**src/rtl/ip_packet_pkg.sv**
```systemverilog
// Shared definitions for the IP packet transmit/receive path: header sizes,
// fixed header field values and the transmit state encoding.
package ip_packet_pkg;

  localparam int ETH_HDR_SIZE_BYTES = 14;
  localparam int IP_HDR_SIZE_BYTES  = 20;

  localparam logic [15:0] ETHERTYPE_IPV4 = 16'h0800;
  localparam logic [7:0]  IP_TTL         = 8'h40;
  localparam logic [7:0]  IP_PROTO       = 8'hFD;

  typedef enum logic [2:0] {
    TX_IDLE,
    TX_CSUM,
    TX_ETH_HDR,
    TX_IP_HDR,
    TX_USER_DATA
  } tx_state_e;

endpackage

```
**src/rtl/counter_sync_reset.sv**
```systemverilog
// Up-counter with a synchronous clear (priority over enable) and an
// asynchronous active-high reset.
module counter_sync_reset #(
  parameter int WIDTH = 16
) (
  input  logic             i_clk,
  input  logic             i_rst,
  input  logic             i_clr,
  input  logic             i_en,
  output logic [WIDTH-1:0] o_count
);

  logic [WIDTH-1:0] r_count;

  always_ff @(posedge i_clk or posedge i_rst) begin
    if (i_rst)      r_count <= '0;
    else if (i_clr) r_count <= '0;
    else if (i_en)  r_count <= r_count + WIDTH'(1);
  end

  assign o_count = r_count;

endmodule

```
**src/rtl/ip_header_checksum.sv**
```systemverilog
// IPv4 header checksum over the fixed-format header this block emits.
// Addresses arrive with wire byte 0 in bits [7:0].
module ip_header_checksum
  import ip_packet_pkg::*;
(
  input  logic [31:0] i_src_ip,
  input  logic [31:0] i_dst_ip,
  input  logic [15:0] i_total_len,
  input  logic [15:0] i_id,
  output logic [15:0] o_csum
);

  logic [19:0] w_acc;
  logic [19:0] w_fold1;
  logic [15:0] w_fold2;

  // Nine non-zero words; the checksum word itself contributes zero.
  assign w_acc = 20'(16'h4500) + 20'(i_total_len) + 20'(i_id) + 20'(16'h4000)
               + 20'({IP_TTL, IP_PROTO})
               + 20'({i_src_ip[7:0],   i_src_ip[15:8]})
               + 20'({i_src_ip[23:16], i_src_ip[31:24]})
               + 20'({i_dst_ip[7:0],   i_dst_ip[15:8]})
               + 20'({i_dst_ip[23:16], i_dst_ip[31:24]});

  assign w_fold1 = {4'b0, w_acc[15:0]} + {16'b0, w_acc[19:16]};
  assign w_fold2 = w_fold1[15:0] + {12'b0, w_fold1[19:16]};
  assign o_csum  = ~w_fold2;

endmodule

```
**src/rtl/ip_packet_tx.sv**
```systemverilog
// Builds Ethernet II + IPv4 headers around one captured payload frame and
// streams the packet byte-wise into the MAC's 8-bit AXI-Stream port.
module ip_packet_tx
  import ip_packet_pkg::*;
#(
  parameter int USER_DATA_BYTES = 2,
  parameter int COUNTER_WIDTH   = 16
) (
  input  logic                         ACLK,
  input  logic                         ARESET,
  input  logic [31:0]                  ACCELERATOR_IP_ADDRESS,
  input  logic [47:0]                  ACCELERATOR_MAC_ADDRESS,
  input  logic [31:0]                  DST_IP_ADDRESS,
  input  logic [47:0]                  DST_MAC_ADDRESS,
  input  logic [USER_DATA_BYTES*8-1:0] DATA_FRAME,
  input  logic                         FRAME_VALID,
  output logic                         FRAME_ACCEPT,
  output logic [7:0]                   MAC_DATA_IN,
  output logic                         MAC_DATA_VALID,
  input  logic                         MAC_DATA_READY,
  output logic                         MAC_DATA_LAST,
  output logic                         TX_BUSY
);

  localparam int CW = COUNTER_WIDTH;
  localparam logic [15:0]   TOTAL_LEN = 16'(IP_HDR_SIZE_BYTES + USER_DATA_BYTES);
  localparam logic [CW-1:0] ETH_LAST  = CW'(ETH_HDR_SIZE_BYTES - 1);
  localparam logic [CW-1:0] IP_LAST   = CW'(IP_HDR_SIZE_BYTES - 1);
  localparam logic [CW-1:0] USR_LAST  = CW'(USER_DATA_BYTES - 1);
  localparam logic [CW-1:0] USR_PEN   = CW'(USER_DATA_BYTES - 2);

  tx_state_e                    r_state;
  logic [USER_DATA_BYTES*8-1:0] r_frame;
  logic [31:0]                  r_src_ip, r_dst_ip;
  logic [47:0]                  r_src_mac, r_dst_mac;
  logic [15:0]                  r_id, r_id_cap, r_csum;
  logic                         r_valid, r_last;

  logic [CW-1:0] w_cnt, w_seg_last;
  logic [4:0]    w_idx;
  logic [2:0]    w_smac_sel;
  logic [15:0]   w_csum;
  logic [7:0]    w_byte;
  logic          w_hs, w_end, w_clr;

  assign w_hs  = r_valid && MAC_DATA_READY;
  assign w_end = w_hs && (w_cnt == w_seg_last);
  // Any state transition restarts the byte index of the next segment.
  assign w_clr = ((r_state == TX_IDLE) && FRAME_VALID) || (r_state == TX_CSUM) || w_end;

  always_comb begin
    case (r_state)
      TX_ETH_HDR:   w_seg_last = ETH_LAST;
      TX_IP_HDR:    w_seg_last = IP_LAST;
      TX_USER_DATA: w_seg_last = USR_LAST;
      default:      w_seg_last = '0;
    endcase
  end

  counter_sync_reset #(.WIDTH(CW)) u_byte_cnt (
    .i_clk   (ACLK),
    .i_rst   (ARESET),
    .i_clr   (w_clr),
    .i_en    (w_hs),
    .o_count (w_cnt)
  );

  ip_header_checksum u_csum (
    .i_src_ip    (r_src_ip),
    .i_dst_ip    (r_dst_ip),
    .i_total_len (TOTAL_LEN),
    .i_id        (r_id_cap),
    .o_csum      (w_csum)
  );

  always_ff @(posedge ACLK or posedge ARESET) begin
    if (ARESET) begin
      r_state   <= TX_IDLE;
      r_frame   <= '0;
      r_src_ip  <= '0;
      r_dst_ip  <= '0;
      r_src_mac <= '0;
      r_dst_mac <= '0;
      r_id      <= '0;
      r_id_cap  <= '0;
      r_csum    <= '0;
      r_valid   <= 1'b0;
      r_last    <= 1'b0;
    end else begin
      case (r_state)
        TX_IDLE: if (FRAME_VALID) begin
          r_frame   <= DATA_FRAME;
          r_src_ip  <= ACCELERATOR_IP_ADDRESS;
          r_dst_ip  <= DST_IP_ADDRESS;
          r_src_mac <= ACCELERATOR_MAC_ADDRESS;
          r_dst_mac <= DST_MAC_ADDRESS;
          r_id_cap  <= r_id;
          r_state   <= TX_CSUM;
        end
        TX_CSUM: begin
          r_csum  <= w_csum;
          r_valid <= 1'b1;
          r_state <= TX_ETH_HDR;
        end
        TX_ETH_HDR: if (w_end) r_state <= TX_IP_HDR;
        TX_IP_HDR: if (w_end) begin
          r_state <= TX_USER_DATA;
          r_last  <= (USER_DATA_BYTES == 1);
        end
        TX_USER_DATA: if (w_end) begin
          r_state <= TX_IDLE;
          r_valid <= 1'b0;
          r_last  <= 1'b0;
          r_id    <= r_id + 16'd1;
        end else if (w_hs && (w_cnt == USR_PEN)) begin
          r_last <= 1'b1;
        end
        default: r_state <= TX_IDLE;
      endcase
    end
  end

  assign w_idx      = w_cnt[4:0];
  assign w_smac_sel = 3'(w_idx - 5'd6);

  // Source/destination IP bytes start at 12 and 16, so w_idx[1:0] picks the byte.
  always_comb begin
    w_byte = 8'h00;
    case (r_state)
      TX_ETH_HDR: begin
        if (w_idx < 5'd6)        w_byte = 8'(r_dst_mac >> {w_idx[2:0], 3'b000});
        else if (w_idx < 5'd12)  w_byte = 8'(r_src_mac >> {w_smac_sel, 3'b000});
        else if (w_idx == 5'd12) w_byte = ETHERTYPE_IPV4[15:8];
        else                     w_byte = ETHERTYPE_IPV4[7:0];
      end
      TX_IP_HDR: begin
        case (w_idx)
          5'd0:    w_byte = 8'h45;
          5'd2:    w_byte = TOTAL_LEN[15:8];
          5'd3:    w_byte = TOTAL_LEN[7:0];
          5'd4:    w_byte = r_id_cap[15:8];
          5'd5:    w_byte = r_id_cap[7:0];
          5'd6:    w_byte = 8'h40;
          5'd8:    w_byte = IP_TTL;
          5'd9:    w_byte = IP_PROTO;
          5'd10:   w_byte = r_csum[15:8];
          5'd11:   w_byte = r_csum[7:0];
          default: begin
            if (w_idx >= 5'd16)      w_byte = 8'(r_dst_ip >> {w_idx[1:0], 3'b000});
            else if (w_idx >= 5'd12) w_byte = 8'(r_src_ip >> {w_idx[1:0], 3'b000});
          end
        endcase
      end
      TX_USER_DATA: w_byte = 8'(r_frame >> {w_cnt, 3'b000});
      default:      w_byte = 8'h00;
    endcase
  end

  assign MAC_DATA_IN    = w_byte;
  assign MAC_DATA_VALID = r_valid;
  assign MAC_DATA_LAST  = r_last;
  assign FRAME_ACCEPT   = (r_state == TX_IDLE);
  assign TX_BUSY        = (r_state != TX_IDLE);

endmodule

```
**config.mk**
```make
export PLATFORM = sky130hd
export DESIGN_NAME = ip_packet_tx
export DESIGN_NICKNAME = d
export VERILOG_FILES = /design/src/rtl/ip_packet_pkg.sv /design/src/rtl/counter_sync_reset.sv /design/src/rtl/ip_header_checksum.sv /design/src/rtl/ip_packet_tx.sv
export SDC_FILE = /design/constraint.sdc
export NUM_CORES = 1
export LEC_CHECK = 0
export CORE_MARGIN = 2
export CORE_UTILIZATION = 49
export DETAILED_ROUTE_END_ITERATION = 6
export PLACE_DENSITY = 0.72
export SETUP_SLACK_MARGIN = 0.4
export SLEW_MARGIN = 20
export SYNTH_ARGS = -nofsm -noshare
export SYNTH_HDL_FRONTEND = slang
export SYNTH_SLANG_ARGS = --single-unit
```
**constraint.sdc**
```tcl
create_clock -name ACLK -period 21.1 [get_ports ACLK]
set_input_delay 4.22 -clock ACLK [delete_from_list [all_inputs] [get_ports ACLK]]
set_output_delay 4.22 -clock ACLK [all_outputs]
set_load 0.02 [all_outputs]
```
==> metrics.cfg, run 1 <==
[die]
initial_core_util_pct = 50.03
core_um2 = 28860
num_rows = 62
io_pins = 192
die-width_um = 175.6
die_area_um2 = 30850
die_h_um = 175.6

[finish]
layout-drive-gt1-share_pct = 20.64
multi_input_area_um2 = 7701
layout.nets = 1689
nFillCells = 2297
final_cell_mix = 243 x dfrtp_1, 191 x clkdlybuf4s50_1, 183 x mux2_2, 102 x inv_1, 76 x nand2_1
final_common_cell = dfrtp_1
seq_area_um2 = 6136
syn2layout_area_growth_pct = 22.53
finalInstanceArea_um2 = 17690

[routing]
drc = 0
initialDrtViolationCount = 725
via_count = 10295
drtPass1Iterations = 5
avgViaCountPerCell = 5.660
finalWirelength_mm = 36.47
wl_per_cell_um = 20.05
drtAntennaViolNets = 0

[setup_path]
cp-end-kind = output port
path_class = reg2out
reg2reg_slack_ns = 11.92
r2r-start = r_id_cap[1]$_DFFE_PP0P_
crit_start = u_byte_cnt.o_count[1]$_DFFE_PP0P_
timing.critical_path.fanout_max = 32
cp.required_ns = 16.88
start_kind = flip-flop
cp.arrival_ns = 5.06

[timing]
maxSlewHeadroom_pct = 27.80
drv_slew = 0
tightest_slew_ns = 1.068
hold_viol = 0
min_period_ns = 9.279
fmax_mhz = 107.8
setup_viol = 0
tns_ns = 0
clock-skew-final_ns = 0.01324
period_share_pct = 43.97
rsz0062_at_grt = no

[clock_network]
clockRootBuffer = clkbuf_16
cts_max_path_buffers = 3
numClockSinks = 245
cts_buffers = 27
cts_tree = yes
cts_setup_buffers = 0
cts_resized = 0
ctsHoldBuffers = 0
cts.htree.levels = 1
clkTransAtPathRegs_ns = 0.06
clk_latency_ns = 0.56

[global_route]
antenna_found_initial = 1
grt_overflow = 0
first_global_vias = 10780
grt_max_degree = 213
grt_pass1_wl_mm = 58.10
gr-usage-all-layers_pct = 24.02

[synthesis]
syn_area_um2 = 14440
syn_avg_cell_area_um2 = 11.60
ys.flop_type = dfrtp_1
async_reset_ff_share_pct = 100.0
yosysTopAreaCellShare_pct = 42.47
synth_area_leaders = dfrtp_1 42%, mux2_2 14%, fa_1 6.8%
yosysUniqueCellTypes = 73
synth_cells = 1244
yosys.area.top_type = dfrtp_1
yosysSeqAreaShare_pct = 42.47
synth-seq-cells = 245
syn_nets = 1520
synth-edff-count = 0
yosysWarnings = 0

[placed_design]
routabilityCongestion = 0.9092
portBuffers = 191
dp_hpwl_mm = 26.86
placed_cell_area_um2 = 16670

[hold_path]
hp-class = reg2reg
timing.hold.worst.start = r_id[15]$_DFFE_PP0P_

[run_status]
status = complete, no violations

[flow_run]
drv_cap = 0

==> cells in the mapped netlist (8+ instances only) <==
master,n
a21o_1,8
nand4_1,8
mux4_2,32
nor3_1,15
a22oi_1,23
a21oi_1,32
o21ai_0,51
nand2b_1,9
nand2_1,76
o22ai_1,8
a221oi_1,8
dfrtp_1,245
nand3_1,18
and3_1,11
xnor2_1,39
mux2_2,183
nor2_1,63
mux2i_1,19
fa_1,49
inv_1,103
xor2_1,27
clkbuf_1,47
ha_1,47
a31oi_1,10
==> critical path, cell delays in order, from the launching register on <==
cell             delay (ns)
dfrtp_2                0.34
buf_4                  0.45
inv_1                  0.43
ha_1                   0.38
and3_1                 0.30
nor4b_1                0.94
a31oi_1                0.29
a22oi_1                0.44
a221o_1                0.22
clkdlybuf4s50_1        0.68
==> path summary, 6_finish.rpt <==
path                       cells past startpoint                         to
max                                            9             MAC_DATA_IN[3]
min                                            1       r_id[15]$_DFFE_PP0P_
max reg2reg                                   36     r_csum[14]$_DFFE_PP0P_
min reg2reg                                    1       r_id[15]$_DFFE_PP0P_
max in group asynchronous                      3  r_dst_mac[43]$_DFFE_PP0P_
min in group asynchronous                      2   r_src_ip[28]$_DFFE_PP0P_
==> layout make-up <==
class | count | share of cell area, %
repair buffers | 197 | 11.25
multi-input cells | 839 | 43.54
clock inverters | 12 | 1.061
flip-flops and latches | 245 | 34.69
diodes | 1 | 0.01415
inverters | 103 | 2.228
well taps | 384 | 2.716
clock buffers | 38 | 4.506
==> stage by stage <==
step,cells,hold WS [ns],utilization (%),setup slack [ns]
floorplan,1244,0.4391,-,10.15
global placement,1767,0.4611,57.78,12.43
detailed placement,1767,0.4628,57.78,12.09
CTS,1817,0.4756,61.19,11.96
global route,1818,0.5031,61.29,11.18
finish,1819,0.4715,61.29,11.82
==> sequential cells by signal (all words and copies together), names as in the netlist <==
signal	cells
r_dst_ip	32
MAC_DATA_VALID	1
r_id	16
r_frame	16
u_byte_cnt.o_count	16
r_dst_mac	48
r_id_cap	16
MAC_DATA_LAST	1
r_state	3
r_src_ip	32
r_src_mac	48
r_csum	16
==> kinds of logic after synthesis <==
logic type | after synthesis | synth area share (%)
and+or+nand+nor | 251 | 8.754
DFF | 245 | 42.47
muxes | 234 | 20.58
AOI/OAI and AO/OA | 191 | 9.005
buffers and inverters | 160 | 4.204
adders and majority gates | 96 | 10.87
xor gates and xnor gates | 67 | 4.117
==> layer usage <==
metal  routed length, um  share of wire, %  global-route usage, %
met5                   0                 0                      0
met3                2856               7.8                  5.736
met2               16540                45                  37.70
met1               15880                44                  33.18
met4                1194               3.3                  7.679
Power of run 1 is not shown: default switching activity piles up to over one toggle a cycle in this logic, so the estimate is an artifact.
==> run 2, diff against run 1 <==
Clock period 21.1 ns to 9.05 ns, I/O delays scaled along.
==> run 2 against run 1 <==
Clock skew about the same. Utilization rose by 0.53 points. Non-clock buffer count is 5 higher. Critical endpoint is now r_csum[14]$_DFFE_PP0P_. Die area is the same. First-iteration DRC count fell by 1.1%. Setup slack worse by 11 ns. Count of clock-buffer cells in the layout down 2. Worst hold slack hardly changed. Largest cell class unchanged. Global-route usage increased by 0.074 points.
==> metrics.cfg, run 2 (synthesized netlist as in run 1, its figures left out) <==
[run_status]
status = complete, no violations

[clock_network]
clkTransAtPathRegs_ns = 0.06  ; about the same
numClockSinks = 245  ; unchanged
cts_buffers = 28  ; +3.7%
cts_tree = yes
clockRootBuffer = clkbuf_16
cts.htree.levels = 1  ; unchanged
clk_latency_ns = 0.55  ; about the same
cts_max_path_buffers = 3  ; unchanged
ctsHoldBuffers = 0  ; unchanged

[global_route]
grt_pass1_wl_mm = 58.27  ; +0.30%
antenna_found_initial = 2  ; +1
grt_max_degree = 186  ; -13%
first_global_vias = 10683  ; -0.90%
grt_overflow = 0  ; unchanged
gr-usage-all-layers_pct = 24.10  ; +0.074 points

[die]
die-width_um = 175.6  ; unchanged
core_um2 = 28860  ; unchanged
die_h_um = 175.6  ; unchanged
die_area_um2 = 30850  ; unchanged
initial_core_util_pct = 50.03  ; unchanged
io_pins = 192  ; unchanged
num_rows = 62  ; unchanged

[routing]
via_count = 10338  ; +0.42%
drtPass1Iterations = 7  ; +2
finalWirelength_mm = 36.75  ; +0.79%
avgViaCountPerCell = 5.665  ; about the same
drc = 0  ; unchanged
wl_per_cell_um = 20.14  ; +0.46%
initialDrtViolationCount = 717  ; -1.1%
drtAntennaViolNets = 0  ; unchanged

[setup_path]
cpMaxStageDelayCell = fa_1
cp-end-kind = flip-flop
cpMostUsedCell = inv_1
critPathMaxStageDelay_ns = 0.55  ; -0.39 ns
timing.critical_path.fanout_max = 6  ; -81%
cp.arrival_ns = 8.73  ; +3.67 ns
path_class = reg2reg
cp.required_ns = 9.50  ; -7.38 ns
start_kind = flip-flop

[timing]
fin_worst_hold_slack_ns = 0.4713  ; -0.0001540 ns
drv_slew = 0  ; unchanged
min_period_ns = 8.276
fmax_mhz = 120.8
fin_ws_ns = 0.7743  ; -11.05 ns
period_share_pct = 91.44
tightest_slew_ns = 1.123  ; +0.05545 ns
clock-skew-final_ns = 0.01345  ; +0.0002113 ns
hold_viol = 0  ; unchanged
maxSlewHeadroom_pct = 24.05  ; -3.7 points
tns_ns = 0  ; unchanged
setup_viol = 0  ; unchanged
rsz0062_at_grt = no

[finish]
final_util_pct = 61.82  ; +0.53 points
final_common_cell = dfrtp_1
final_cell_mix = 243 x dfrtp_1, 191 x clkdlybuf4s50_1, 183 x mux2_2, 102 x inv_1, 76 x nand2_1
seq_area_um2 = 6136  ; unchanged
nFillCells = 2291  ; -0.26%
largestRegisters = r_dst_mac: 48 flops, r_src_mac: 48 flops
layout.nets = 1695  ; +0.36%
syn2layout_area_growth_pct = 23.58
multi_input_area_um2 = 7838  ; +1.8%
layout-drive-gt1-share_pct = 22.85  ; +2.2 points

[placed_design]
portBuffers = 191  ; unchanged
place_ws_ns = 0.09419  ; -12.00 ns
dp_hpwl_mm = 27.26  ; +1.5%
routabilityCongestion = 0.9078  ; -0.15%

[hold_path]
hp-class = reg2reg

[flow_run]
drv_cap = 0  ; unchanged

==> run 2: per-stage QoR <==
stage	instance area, um2	std cells
2_1_floorplan	14440	1244
3_3_place_gp	16670	1767
3_5_place_dp	16700	1768
4_1_cts	17690	1820
5_1_grt	17840	1824
6_report	17840	1825
==> run 2: worst paths after layout <==
| path | start | endpoint | depth (start not counted) | slack [ns] |
|---|---|---|---|---|
| worst max-delay path | r_id_cap[1]$_DFFE_PP0P_ | r_csum[14]$_DFFE_PP0P_ | 40 | 0.77 |
| worst min-delay path | r_id[15]$_DFFE_PP0P_ | r_id[15]$_DFFE_PP0P_ | 1 | 0.47 |
| worst max register to register | r_id_cap[1]$_DFFE_PP0P_ | r_csum[14]$_DFFE_PP0P_ | 40 | 0.77 |
| worst min register to register | r_id[15]$_DFFE_PP0P_ | r_id[15]$_DFFE_PP0P_ | 1 | 0.47 |
| max in group asynchronous | ARESET | u_byte_cnt.o_count[0]$_DFFE_PP0P_ | 3 | 5.94 |
| min in group asynchronous | ARESET | r_src_ip[28]$_DFFE_PP0P_ | 2 | 1.68 |
==> run 2: cell type report <==
class	count	share of cell area (%)
Clock buffer	36	4.432
Clock inverter	15	0.9678
Antenna cell	1	0.01403
Multi-Input combinational cell	839	43.93
Inverter	103	2.209
Sequential cell	245	34.39
Tap cell	384	2.693
Timing Repair Buffer	202	11.36
==> run 2: routing by layer <==
| metal | vias to the layer above | GRT usage [%] | part of all wire (%) |
|---|---|---|---|
| met1 | 5158 | 33.88 | 44 |
| met5 | - | 0 | 0.035 |
| met2 | 352 | 37.06 | 45 |
| li1 | 4748 | - | - |
| met4 | 2 | 7.989 | 3.4 |
| met3 | 78 | 5.671 | 7.3 |
==> run 2: what timing repair did <==
action	CTS	global route
endpoints found under the setup margin	5	10
pin swaps	0	3
gates cloned	0	0
setup buffers	1	4
gates resized for setup	5	30
==> run 2: critical path: cells and delay by family (launching register included) <==
family	cells	cell delay, ns
adder cells (fa/ha/maj)	7	2.78
flip-flops	1	0.38
AND/OR/NAND/NOR	14	2.35
AO/OA/AOI/OAI	12	2.02
buffers and inverters	5	0.34
XOR/XNOR	2	0.31
Power of run 2 is left out for the same reason.
==> run 3, diff against run 2 <==
Settings changed: SETUP_SLACK_MARGIN 0.4 to unset.
==> run 3 against run 2 <==
Critical path type unchanged. Clock skew is essentially flat. Final area shrank 0.43%. Setup slack lost 0.37 ns. Routed wire length shrank 0.27%. Global-route usage is essentially flat. Via count shrank 0.85%. Sequential cell count is the same. Worst hold slack is essentially flat. Fmax shrank 4.2%.
==> metrics.cfg, run 3 (synthesized netlist as in run 1, its figures left out) <==
[timing]
fin_ws_ns = 0.4077  ; -0.3666 ns
setup_viol = 0  ; unchanged
tns_ns = 0  ; unchanged
hold_viol = 0  ; unchanged
fin_worst_hold_slack_ns = 0.4708  ; -0.0004840 ns
tightest_slew_ns = 1.096  ; -0.02784 ns
period_share_pct = 95.50  ; +4.1 points
clock-skew-final_ns = 0.01376  ; +0.0003108 ns
min_period_ns = 8.642  ; +0.3666 ns
maxSlewHeadroom_pct = 25.93  ; +1.9 points
fmax_mhz = 115.7  ; -4.2%
drv_slew = 0  ; unchanged

[routing]
drtPass1Iterations = 6  ; -1
drtAntennaViolNets = 0  ; unchanged
drc = 0  ; unchanged
avgViaCountPerCell = 5.623  ; -0.74%
finalWirelength_mm = 36.66  ; -0.27%
wl_per_cell_um = 20.11  ; -0.16%
via_count = 10250  ; -0.85%
initialDrtViolationCount = 753  ; +5.0%

[die]
die_h_um = 175.6  ; unchanged
core_um2 = 28860  ; unchanged
initial_core_util_pct = 50.03  ; unchanged
num_rows = 62  ; unchanged
die-width_um = 175.6  ; unchanged
die_area_um2 = 30850  ; unchanged
io_pins = 192  ; unchanged

[finish]
final_common_cell = dfrtp_1
fin_cells = 1823  ; -0.11%
layout-drive-gt1-share_pct = 21.91  ; -0.94 points
syn2layout_area_growth_pct = 23.05
largestRegisters = r_dst_mac: 48 flops, r_src_mac: 48 flops
final_cell_mix = 243 x dfrtp_1, 191 x clkdlybuf4s50_1, 183 x mux2_2, 102 x inv_1, 76 x nand2_1
layout.nets = 1693  ; -0.12%

[global_route]
first_global_vias = 10662  ; -0.20%
grt_pass1_wl_mm = 58.22  ; about the same
grt_max_degree = 186  ; unchanged
antenna_found_initial = 2  ; unchanged
grt_overflow = 0  ; unchanged
gr-usage-all-layers_pct = 24.07  ; -0.028 points

[run_status]
status = complete, no violations

[setup_path]
path_class = reg2reg
cp.required_ns = 9.50  ; about the same
reg2reg_slack_ns = 0.41  ; -0.37 ns
cp-end-kind = flip-flop
start_kind = flip-flop
path_delay_family = adder cells
cpMostUsedCell = inv_1
timing.critical_path.fanout_max = 6  ; unchanged
path_buf_inv = 5  ; unchanged
cp.arrival_ns = 9.09  ; +0.36 ns
cpMaxStageDelayCell = fa_1
critPathMaxStageDelay_ns = 0.55  ; about the same

[flow_run]
drv_cap = 0  ; unchanged

[placed_design]
place_ws_ns = 0.09419  ; unchanged
routabilityCongestion = 0.9078  ; unchanged
dp_hpwl_mm = 27.26  ; unchanged
portBuffers = 191  ; unchanged
dp.cells = 1768  ; unchanged

[clock_network]
cts_max_path_buffers = 3  ; unchanged
cts_buffers = 28  ; unchanged
clockRootBuffer = clkbuf_16
cts_tree = yes
ctsHoldBuffers = 0  ; unchanged
cts.htree.levels = 1  ; unchanged
numClockSinks = 245  ; unchanged
clkTransAtPathRegs_ns = 0.06  ; about the same
clk_latency_ns = 0.55  ; about the same

[hold_path]
hp-class = reg2reg

[run 3: what timing repair did]
action                                  CTS  global route
gates resized for setup                   0            19
buffers inserted                          0             3
endpoints found under the setup margin    0            10
[run 3: final timing paths]
| check | cells after the start | to | from |
|---|---|---|---|
| setup / recovery | 40 | r_csum[14]$_DFFE_PP0P_ | r_id_cap[1]$_DFFE_PP0P_ |
| hold / removal | 1 | r_id[15]$_DFFE_PP0P_ | r_id[15]$_DFFE_PP0P_ |
| setup reg to reg | 40 | r_csum[14]$_DFFE_PP0P_ | r_id_cap[1]$_DFFE_PP0P_ |
| hold reg to reg | 1 | r_id[15]$_DFFE_PP0P_ | r_id[15]$_DFFE_PP0P_ |
| max in group asynchronous | 3 | u_byte_cnt.o_count[0]$_DFFE_PP0P_ | ARESET |
| min in group asynchronous | 2 | r_src_ip[28]$_DFFE_PP0P_ | ARESET |
[run 3: metal layers]
metal / routed length, um / track usage [%] / vias to the layer above
li1: - / - / 4751
met1: 16120 / 33.88 / 5089
met2: 16670 / 37.06 / 336
met3: 2680 / 5.671 / 72
met4: 1177 / 7.782 / 2
met5: 13 / 0 / -
[run 3: through the flow]
step	utilization (%)	instance area, um2
finish	61.56	17760
global route	61.55	17760
CTS	61.21	17660
detailed placement	57.87	16700
global placement	57.78	16670
floorplan	-	14440
[run 3: cell type report]
type / instances / area (um2)
Fill cell: 2305 / 11090
Multi-Input combinational cell: 839 / 7776
Sequential cell: 245 / 6136
Timing Repair Buffer: 200 / 2012
Clock buffer: 36 / 790.8
Tap cell: 384 / 480.5
Inverter: 103 / 394.1
Clock inverter: 15 / 172.7
Antenna cell: 1 / 2.502
Power of run 3 is left out for the same reason.
